**config.mk**
```make
export PLATFORM = sky130hd
export DESIGN_NAME = tff_cnt_seq
export DESIGN_NICKNAME = d
export VERILOG_FILES = /design/src/rtl/tff_seq_pkg.sv /design/src/rtl/tff_seq_sync2.sv /design/src/rtl/tff_cnt_seq.sv
export SDC_FILE = /design/constraint.sdc
export NUM_CORES = 1
export LEC_CHECK = 0
export ABC_AREA = 1
export CELL_PAD_IN_SITES_DETAIL_PLACEMENT = 0
export CELL_PAD_IN_SITES_GLOBAL_PLACEMENT = 1
export CORE_ASPECT_RATIO = 0.6
export CORE_MARGIN = 1
export CORE_UTILIZATION = 40
export CTS_BUF_LIST = sky130_fd_sc_hd__clkbuf_2 sky130_fd_sc_hd__clkbuf_4 sky130_fd_sc_hd__clkbuf_8
export DETAILED_ROUTE_END_ITERATION = 8
export PLACE_DENSITY_LB_ADDON = 0.15
export RECOVER_POWER = 50
export SETUP_SLACK_MARGIN = 0.1
export SLEW_MARGIN = 20
export SYNTH_ARGS = -nofsm -noshare
export SYNTH_HDL_FRONTEND = slang
export SYNTH_HIERARCHICAL = 1
export SYNTH_SLANG_ARGS = --single-unit
```
**constraint.sdc**
```tcl
create_clock -name clk -period 2.45 [get_ports clk]
set_clock_uncertainty 0.2 [all_clocks]
set_input_delay 0.49 -clock clk [delete_from_list [all_inputs] [get_ports clk]]
set_output_delay 0.49 -clock clk [all_outputs]
set_load 0.02 [all_outputs]
```
**src/rtl/tff_seq_pkg.sv**
```systemverilog
`timescale 1ns/1ps
`default_nettype none
// ============================================================================
// Module      : tff_seq_pkg
// Description : Shared types and constants for the TFF ripple-counter
//               measurement sequencer (state encoding, clear length).
// Revision    : 1.0 - initial release
// ============================================================================
package tff_seq_pkg;

  // Sequencer states; 3-bit encoding shared by all users of the package.
  typedef enum logic [2:0] {
    IDLE   = 3'd0,
    CLEAR  = 3'd1,
    ARM    = 3'd2,
    COUNT  = 3'd3,
    SETTLE = 3'd4,
    HOLD   = 3'd5
  } tff_seq_state_t;

  // Number of clk cycles the TFF chain is held in reset before arming.
  localparam int CLR_CYC = 2;

endpackage : tff_seq_pkg
`default_nettype wire

```
**src/rtl/tff_seq_sync2.sv**
```systemverilog
`timescale 1ns/1ps
`default_nettype none
// ============================================================================
// Module      : tff_seq_sync2
// Description : Two-flop synchronizer for a single asynchronous bit,
//               asynchronous active-low reset to 0.
// Ports       : clk     - destination clock
//               reset_n - asynchronous reset, active low
//               d       - asynchronous input bit
//               q       - synchronized output bit
// Revision    : 1.0 - initial release
// ============================================================================
module tff_seq_sync2 (
  input  logic clk,
  input  logic reset_n,
  input  logic d,
  output logic q
);

  logic r_meta;
  logic r_sync;

  always_ff @(posedge clk or negedge reset_n) begin
    if (!reset_n) begin
      r_meta <= 1'b0;
      r_sync <= 1'b0;
    end else begin
      r_meta <= d;
      r_sync <= r_meta;
    end
  end

  assign q = r_sync;

endmodule : tff_seq_sync2
`default_nettype wire

```
**src/rtl/tff_cnt_seq.sv**
```systemverilog
`timescale 1ns/1ps
`default_nettype none
// ============================================================================
// Module      : tff_cnt_seq
// Description : Measurement sequencer for a ripple counter built from a chain
//               of toggle flip-flops. Clears the chain, opens the counting
//               gate for a programmed window, lets the ripple settle, captures
//               the count and offers it to readout with valid/ready.
// Config      : TFF_SEQ_OVF_EN - when defined, the counter MSB is
//               synchronized and a wrap during the window saturates the
//               captured count and raises data_ovf. When undefined, data is
//               the raw wrapped count and data_ovf is always 0.
// Ports       : clk        - master clock
//               reset_n    - asynchronous reset, active low
//               start      - begin measurement (sampled only in IDLE)
//               abort      - cancel measurement, return to IDLE
//               window_len - gate-open length in clk cycles (latched on start)
//               cnt_q      - TFF chain Q outputs (asynchronous to clk)
//               cnt_gate   - enables events into the first TFF
//               cnt_clr_n  - TFF chain reset, active low
//               busy       - high in every state except IDLE
//               data       - captured count
//               data_ovf   - counter wrapped during window
//               data_valid - data/data_ovf valid
//               data_ready - consumer accepts data
// Revision    : 1.0 - initial release
// ============================================================================
module tff_cnt_seq
  import tff_seq_pkg::*;
#(
  parameter int CNT_W      = 16,
  parameter int WIN_W      = 16,
  parameter int SETTLE_CYC = 4
) (
  input  logic             clk,
  input  logic             reset_n,
  input  logic             start,
  input  logic             abort,
  input  logic [WIN_W-1:0] window_len,
  input  logic [CNT_W-1:0] cnt_q,
  output logic             cnt_gate,
  output logic             cnt_clr_n,
  output logic             busy,
  output logic [CNT_W-1:0] data,
  output logic             data_ovf,
  output logic             data_valid,
  input  logic             data_ready
);

  localparam int c_SET_W = $clog2(SETTLE_CYC + 1);

  tff_seq_state_t   r_state;
  logic [WIN_W-1:0] r_win;      // window length latched on accepted start
  logic [WIN_W-1:0] r_win_cnt;  // down-counter shared by CLEAR and COUNT
  logic [c_SET_W-1:0] r_set_cnt;

  logic [CNT_W-1:0] w_cap_data;
  logic             w_cap_ovf;

`ifdef TFF_SEQ_OVF_EN
  logic w_msb_sync;
  logic r_msb_d;
  logic r_ovf;
  logic w_msb_fall;

  tff_seq_sync2 u_msb_sync (
    .clk     (clk),
    .reset_n (reset_n),
    .d       (cnt_q[CNT_W-1]),
    .q       (w_msb_sync)
  );

  assign w_msb_fall = r_msb_d & ~w_msb_sync;

  // Sticky wrap flag: only falls of the MSB while events can still be in
  // flight count; the fall caused by clearing the chain happens before COUNT.
  always_ff @(posedge clk or negedge reset_n) begin
    if (!reset_n) begin
      r_msb_d <= 1'b0;
      r_ovf   <= 1'b0;
    end else begin
      r_msb_d <= w_msb_sync;
      if (r_state == CLEAR) begin
        r_ovf <= 1'b0;
      end else if ((r_state == COUNT || r_state == SETTLE) && w_msb_fall) begin
        r_ovf <= 1'b1;
      end
    end
  end

  assign w_cap_data = r_ovf ? {CNT_W{1'b1}} : cnt_q;
  assign w_cap_ovf  = r_ovf;
`else
  assign w_cap_data = cnt_q;
  assign w_cap_ovf  = 1'b0;
`endif

  // cnt_q is sampled only on the last SETTLE cycle, after the gate has been
  // closed for SETTLE_CYC cycles, so the ripple is quiescent and no
  // synchronizer is needed on the data path.
  always_ff @(posedge clk or negedge reset_n) begin
    if (!reset_n) begin
      r_state    <= IDLE;
      r_win      <= '0;
      r_win_cnt  <= '0;
      r_set_cnt  <= '0;
      cnt_gate   <= 1'b0;
      cnt_clr_n  <= 1'b0;
      busy       <= 1'b0;
      data       <= '0;
      data_ovf   <= 1'b0;
      data_valid <= 1'b0;
    end else if (r_state != IDLE && abort) begin
      // data/data_ovf deliberately keep their last captured values.
      r_state    <= IDLE;
      cnt_gate   <= 1'b0;
      cnt_clr_n  <= 1'b0;
      busy       <= 1'b0;
      data_valid <= 1'b0;
    end else begin
      case (r_state)
        IDLE: begin
          if (start && !abort) begin
            r_state   <= CLEAR;
            r_win     <= window_len;
            r_win_cnt <= WIN_W'(CLR_CYC - 1);
            busy      <= 1'b1;
          end
        end

        CLEAR: begin
          if (r_win_cnt == '0) begin
            r_state   <= ARM;
            cnt_clr_n <= 1'b1;
          end else begin
            r_win_cnt <= r_win_cnt - WIN_W'(1);
          end
        end

        // One idle cycle with the chain released gives reset-recovery margin
        // before the first event can arrive.
        ARM: begin
          r_state   <= COUNT;
          cnt_gate  <= 1'b1;
          r_win_cnt <= (r_win == '0) ? '0 : (r_win - WIN_W'(1));
        end

        COUNT: begin
          if (r_win_cnt == '0) begin
            r_state   <= SETTLE;
            cnt_gate  <= 1'b0;
            r_set_cnt <= c_SET_W'(SETTLE_CYC - 1);
          end else begin
            r_win_cnt <= r_win_cnt - WIN_W'(1);
          end
        end

        SETTLE: begin
          if (r_set_cnt == '0) begin
            r_state    <= HOLD;
            data       <= w_cap_data;
            data_ovf   <= w_cap_ovf;
            data_valid <= 1'b1;
          end else begin
            r_set_cnt <= r_set_cnt - c_SET_W'(1);
          end
        end

        HOLD: begin
          if (data_ready) begin
            r_state    <= IDLE;
            data_valid <= 1'b0;
            cnt_clr_n  <= 1'b0;
            busy       <= 1'b0;
          end
        end

        default: begin
          r_state    <= IDLE;
          cnt_gate   <= 1'b0;
          cnt_clr_n  <= 1'b0;
          busy       <= 1'b0;
          data_valid <= 1'b0;
        end
      endcase
    end
  end

endmodule : tff_cnt_seq
`default_nettype wire

```
==> impl_metrics.tcl, run 1 <==
set metrics [dict create \
    status "finished, final reports clean" \
    start_util 0.421 \
    vias 3023 \
    path_clk_slew_ns 0.07 \
    muxShareOfSynthArea 0.0698 \
    syn_nets 486 \
    pwr-share-seq 0.328 \
    h-tree-depth 3 \
    first_iter_violations 184 \
    tritoncts "built" \
    grt_max_degree 43 \
    drv_cap 0 \
    sw_frac_of_total 0.438 \
    drive_above_1_share 0.123 \
    hold_path_class "reg2reg" \
    synth_top_family_by_area "simple AND/OR/NAND/NOR gates" \
    synth-simple-area-share 0.318 \
    switchingPower_mw 2.18 \
    crit_path_end_kind "flip-flop" \
    worst_pin_slew_ns 0.966 \
    tns_ns 0 \
    cts_inserted_buffers 9 \
    power_density_mw_per_mm2 1160 \
    final_antenna_net_count 0 \
    clockBufferDepth 2 \
    drt-wirelength-per-cell_um 13.8 \
    dp_cells 605 \
    clkLatencyLatePin_ns 0.35 \
    drv_slew 0 \
    synth_area_leaders "dfrtp_1 (43%), nand2_1 (12%), nor2_1 (8.9%)" \
    synthAdderAreaFrac 0.0185 \
    cts-root-buf "clkbuf_8" \
    cts_sinks 58 \
    io_pins 58 \
    fin_crit_ns 2.10 \
    hpwl_mm 6.51 \
    ys_seq_elements 58 \
    grt_pass1_vias 2705 \
    drc 0 \
    nNetsFinal 551 \
    ys_async_sr_fraction 1.00 \
    ir_drop_uv 476 \
    die_x_um 121 \
    cts_resized 0 \
    yosysMostFrequentCell "nand2_1" \
    viasPerCell 4.86 \
    max_freq_ghz 0.475 \
    wirelength_mm 8.61 \
    synth_ff_type "dfrtp_1" \
    die_h_um 73.3 \
    synth_top_area_share 0.429 \
    clock_power_share 0.204 \
    synth_xor_area_frac 0.0207 \
    syn_area_mm2 0.00339 \
    grt-ovfl-total 0 \
    ys_types 33 \
    slew_headroom 0.356 \
    combPwrFrac 0.468 \
    syn_area_per_cell_um2 7.63 \
    required_ns 2.47 \
    p_int_mw 2.81 \
    numPortBuffers 56 \
    finalSetupViolCount 0 \
    finalHoldViolations 0 \
    fillers 774 \
    grt_usage 0.215 \
    place.gp.congestion 0.826 \
    grt_pass1_wl_mm 14.3 \
    rows 25 \
    area_delta_synth_final_pct 27.1 \
    fin_cells 622 \
    grt_setup_unrepaired "no" \
    crit_fanout 12 \
    syn_inst 444 \
    core_area_mm2 0.00804 \
    ys_seq_area_frac 0.429 \
    yosys.area.top_type "dfrtp_1" \
    synth_compound_area_frac 0.0724 \
    drt_first_pass_iters 4 \
    arrival_ns 2.13 \
    period_share 0.859 \
    antenna_found_initial 0 \
    yosysWarnings 6 \
    cts_setup_buffers 0 \
    p_leak_nw 2.16 \
    synth_common_cells "nand2_1 (108), nor2_1 (80), dfrtp_1 (58)" \
    antennaDiodeCount 0 \
    start_kind "primary input" \
    crit_type "in2reg" \
    synth_edf_count 0 \
    dieArea_mm2 0.00885 \
]
[power by group through the flow]
stage               Clock [mW]  Sequential, mW  Combinational, mW
finish                    1.02            1.63               2.34
global route              1.08            1.69               2.65
CTS                       1.04            1.63               2.35
detailed placement           0            1.65               2.33
global placement             0            1.64               2.30
floorplan                    0            1.65               1.58
[through the flow]
stage               setup WS, ns  instance area [um2]  hold WS (ns)   util  power [mW]
global route               0.209                 4300         0.318  0.535        5.43
floorplan                  0.719                 3390      -0.00559      -        3.22
finish                     0.346                 4300         0.285  0.535        4.99
global placement           0.128                 4070         0.244  0.507        3.94
detailed placement        0.0880                 4070         0.243  0.507        3.98
CTS                        0.414                 4310         0.288  0.536        5.02
[cells in the final DEF, fill, tap and decap left out, types with 3 or more instances in the layout]
cell type          n
clkbuf_8          10
nand2_1          109
ha_1               5
mux2_2            19
dfrtp_1           58
nand2_2            6
a21o_1             3
nor2_1            80
nand3_1           40
inv_2              5
buf_4              6
inv_1             38
clkdlybuf4s50_1   54
nand4_1            6
a21oi_1           20
xor2_1             8
o21ai_0           15
[metal layers]
metal,GRT usage,vias up,wire (um)
met5,0,-,0
li1,-,1554,-
met1,0.345,1370,4820
met2,0.275,89,3110
met3,0.0497,10,579
met4,0.0700,0,99
[registers in the layout (all words and copies together), names as in the netlist]
name and cells:
cnt_clr_n 1, data 16, r_win_cnt 16, r_win 16
busy 1, r_set_cnt 3, cnt_gate 1, data_valid 1
r_state 3
[repair_timing]
| action | 4_1_cts | 5_1_grt |
|---|---|---|
| hold buffers | 1 | 0 |
| endpoints found under the hold margin | 16 | 0 |
| endpoints found under the setup margin | 0 | 0 |
[final timing paths]
| check | start | to | slack [ns] | depth (start not counted) |
|---|---|---|---|---|
| worst max register to register | r_win[0] | r_win_cnt[3] | 0.38 | 9 |
| min in group asynchronous | reset_n | r_win[13] | 0.62 | 2 |
| max in group asynchronous | reset_n | data[10] | 0.68 | 3 |
| worst min-delay path | cnt_clr_n | cnt_clr_n | 0.28 | 2 |
| worst min register to register | cnt_clr_n | cnt_clr_n | 0.28 | 2 |
| worst max-delay path | abort | r_win_cnt[8] | 0.35 | 8 |
[worst max-delay path, stage by stage]
cell and delay (ns):
dlygate4sd3_1 0.65, nor2_1 0.18, nor2_1 0.11, nor2_2 0.13, nand2_2 0.07, buf_4 0.19
a21oi_1 0.21, a21oi_1 0.10
[layout make-up]
cell class	instances	area, um2	share of cell area
well taps	108	135	0.0314
clock buffers	10	138	0.0320
inverters	44	165	0.0384
repair buffers	65	633	0.147
multi-input cells	331	1690	0.393
flip-flops and latches	58	1450	0.337
clock inverters	6	90.1	0.0209
[kinds of logic (layout without fill, tap and decap cells)]
logic type	count (synthesis)	count (layout)
and+or+nand+nor	251	251
DFF	58	58
buffers and inverters	55	125
AOI/OAI and AO/OA	45	45
muxes	21	21
xor gates and xnor gates	8	8
adders and majority gates	5	5
other	1	1
Power figures use the tool's default switching activity.
==> run 2: changes to the inputs <==
CAP_MARGIN = 20   (was not set)
PLACE_DENSITY_LB_ADDON = 0.1   (was 0.15)
==> run 2 against run 1 <==
  * Highest routed layer unchanged
  * Sequential power about the same
  * Largest cell class unchanged
  * Combinational power about the same
  * Clock-buffer cell count up 1
  * Sequential cell count unchanged
  * Via count down 0.13%
==> impl_metrics.tcl, run 2 (synthesis gave the netlist of run 1 again) <==
set metrics [dict create \
    path_clk_slew_ns 0.07 \
    h-tree-depth 3 \
    clkLatencyLatePin_ns 0.34 \
    critPathMaxStageDelay_ns 0.69 \
    cp_cell_sequence "dlygate4sd3_1 -> nor2_1 -> nand2_1 -> buf_4 -> nor2_1 -> a21oi_1" \
    tritoncts "built" \
    pre_cts_slack_ns 0.133 \
    drt_first_pass_iters 4 \
    die_h_um 73.3 \
    setup_slack_ns 0.248 \
    numPortBuffers 56 \
    grt_pass1_vias 2726 \
    viasPerCell 4.86 \
    fin_crit_ns 2.20 \
    grt_pass1_wl_mm 14.0 \
    drv_slew 0 \
    final_cell_mix "nand2_1 (109), nor2_1 (80), dfrtp_1 (58)" \
    max_freq_ghz 0.454 \
    fin_util 0.534 \
    critPathBufInv 2 \
    place.gp.congestion 0.911 \
    start_util 0.421 \
    ir_drop_uv 556 \
    worst_pin_slew_ns 1.31 \
    drive_above_1_share 0.123 \
    first_iter_violations 210 \
    worst_path_most_repeated_cell "nor2_1" \
    dieArea_mm2 0.00885 \
    crit_type "in2reg" \
    power_density_mw_per_mm2 1150 \
    clockBufferDepth 2 \
    hp-start "cnt_clr_n" \
    status "finished, final reports clean" \
    core_area_mm2 0.00804 \
    cp_slowest_cell "dlygate4sd3_1" \
    r2r-end "r_set_cnt[2]" \
    critical-path-top-delay-family "buffers and inverters" \
    dp_cells 604 \
    crit_path_end_kind "flip-flop" \
    fin_cells 621 \
    crit_fanout 17 \
    grt_usage 0.213 \
    tns_ns 0 \
    antennaDiodeCount 0 \
    start_kind "primary input" \
    hpwl_mm 6.68 \
    drc 0 \
    io_pins 58 \
    hold_depth 2 \
    cp-startpoint "abort" \
    drv_cap 0 \
    finalHoldViolations 0 \
    required_ns 2.51 \
    die_x_um 121 \
    p_leak_nw 2.16 \
    area_delta_synth_final_pct 26.8 \
    grt_max_degree 39 \
    rows 25 \
    period_share 0.899 \
    cts_sinks 58 \
    grt-ovfl-total 0 \
    finalSetupViolCount 0 \
    reg_top3 "data x16, r_win x16, r_win_cnt x16" \
    grt_setup_unrepaired "no" \
    cts-root-buf "clkbuf_8" \
    nNetsFinal 550 \
    wirelength_mm 8.68 \
    cts_resized 0 \
    vias 3019 \
    arrival_ns 2.26 \
    drt-wirelength-per-cell_um 14.0 \
    cts_inserted_buffers 9 \
    reg2reg_from "r_state[2]" \
    holdPathEnd "cnt_clr_n" \
    final_common_cell "nand2_1" \
    reg2regPathDepth 6 \
    reg2reg_slack_ns 0.42 \
    hold_path_class "reg2reg" \
    final_antenna_net_count 0 \
    antenna_found_initial 0 \
    slew_headroom 0.127 \
]
run 2: cell count changes in the layout (fill, tap and decap cells not counted), sizes merged:
cell,previous run,this run
clkinv,4,3
run 2: what timing repair did:
action                     4_1_cts  5_1_grt
setup endpoints to repair        0        0
hold endpoints to repair        20        0
setup buffers                    0        0
hold buffers                     1        0
run 2: worst max-delay path by stage:
stage                    to  slack [ns]  depth (start not counted)
6_report          r_win[14]        0.25                          6
2_1_floorplan  r_win_cnt[4]        0.72                         10
5_1_grt           r_win[10]        0.12                          6
3_3_place_gp        data[9]        0.19                          6
4_1_cts                busy        0.42                          1
3_5_place_dp       data[13]        0.13                          6
run 2: stage by stage:
stage | instance area [um2] | hold slack, ns | total power, mW
2_1_floorplan | 3390 | -0.00559 | 3.22
3_3_place_gp | 4070 | 0.261 | 3.93
3_5_place_dp | 4070 | 0.263 | 3.96
4_1_cts | 4300 | 0.283 | 4.99
5_1_grt | 4300 | 0.323 | 5.39
6_report | 4300 | 0.278 | 4.95
run 2: cell type report:
class | instances | area [um2]
clock buffer | 11 | 145
timing repair buffer | 64 | 629
sequential | 58 | 1450
fill | 780 | 3740
inverter | 44 | 165
multi-input combinational | 331 | 1690
clock inverter | 5 | 77.6
tap | 108 | 135
run 2: worst register-to-register path: cells and delay by family, from the launching register on:
kind | cells | cell delay, ns
buf+inv | 1 | 0.20
compound gates | 2 | 0.39
flops | 1 | 0.50
simple gates | 3 | 0.63
run 2: layer usage:
metal	wire length, um	up-vias	track usage
li1	-	1549	-
met1	4970	1388	0.345
met2	3110	78	0.266
met3	551	4	0.0536
met4	51	0	0.0576
met5	0	-	0
run 2: power by group:
group | switching [mW] | internal, mW
sequential | 0.330 | 1.30
clock | 0.397 | 0.608
combinational | 1.42 | 0.902
total | 2.14 | 2.81
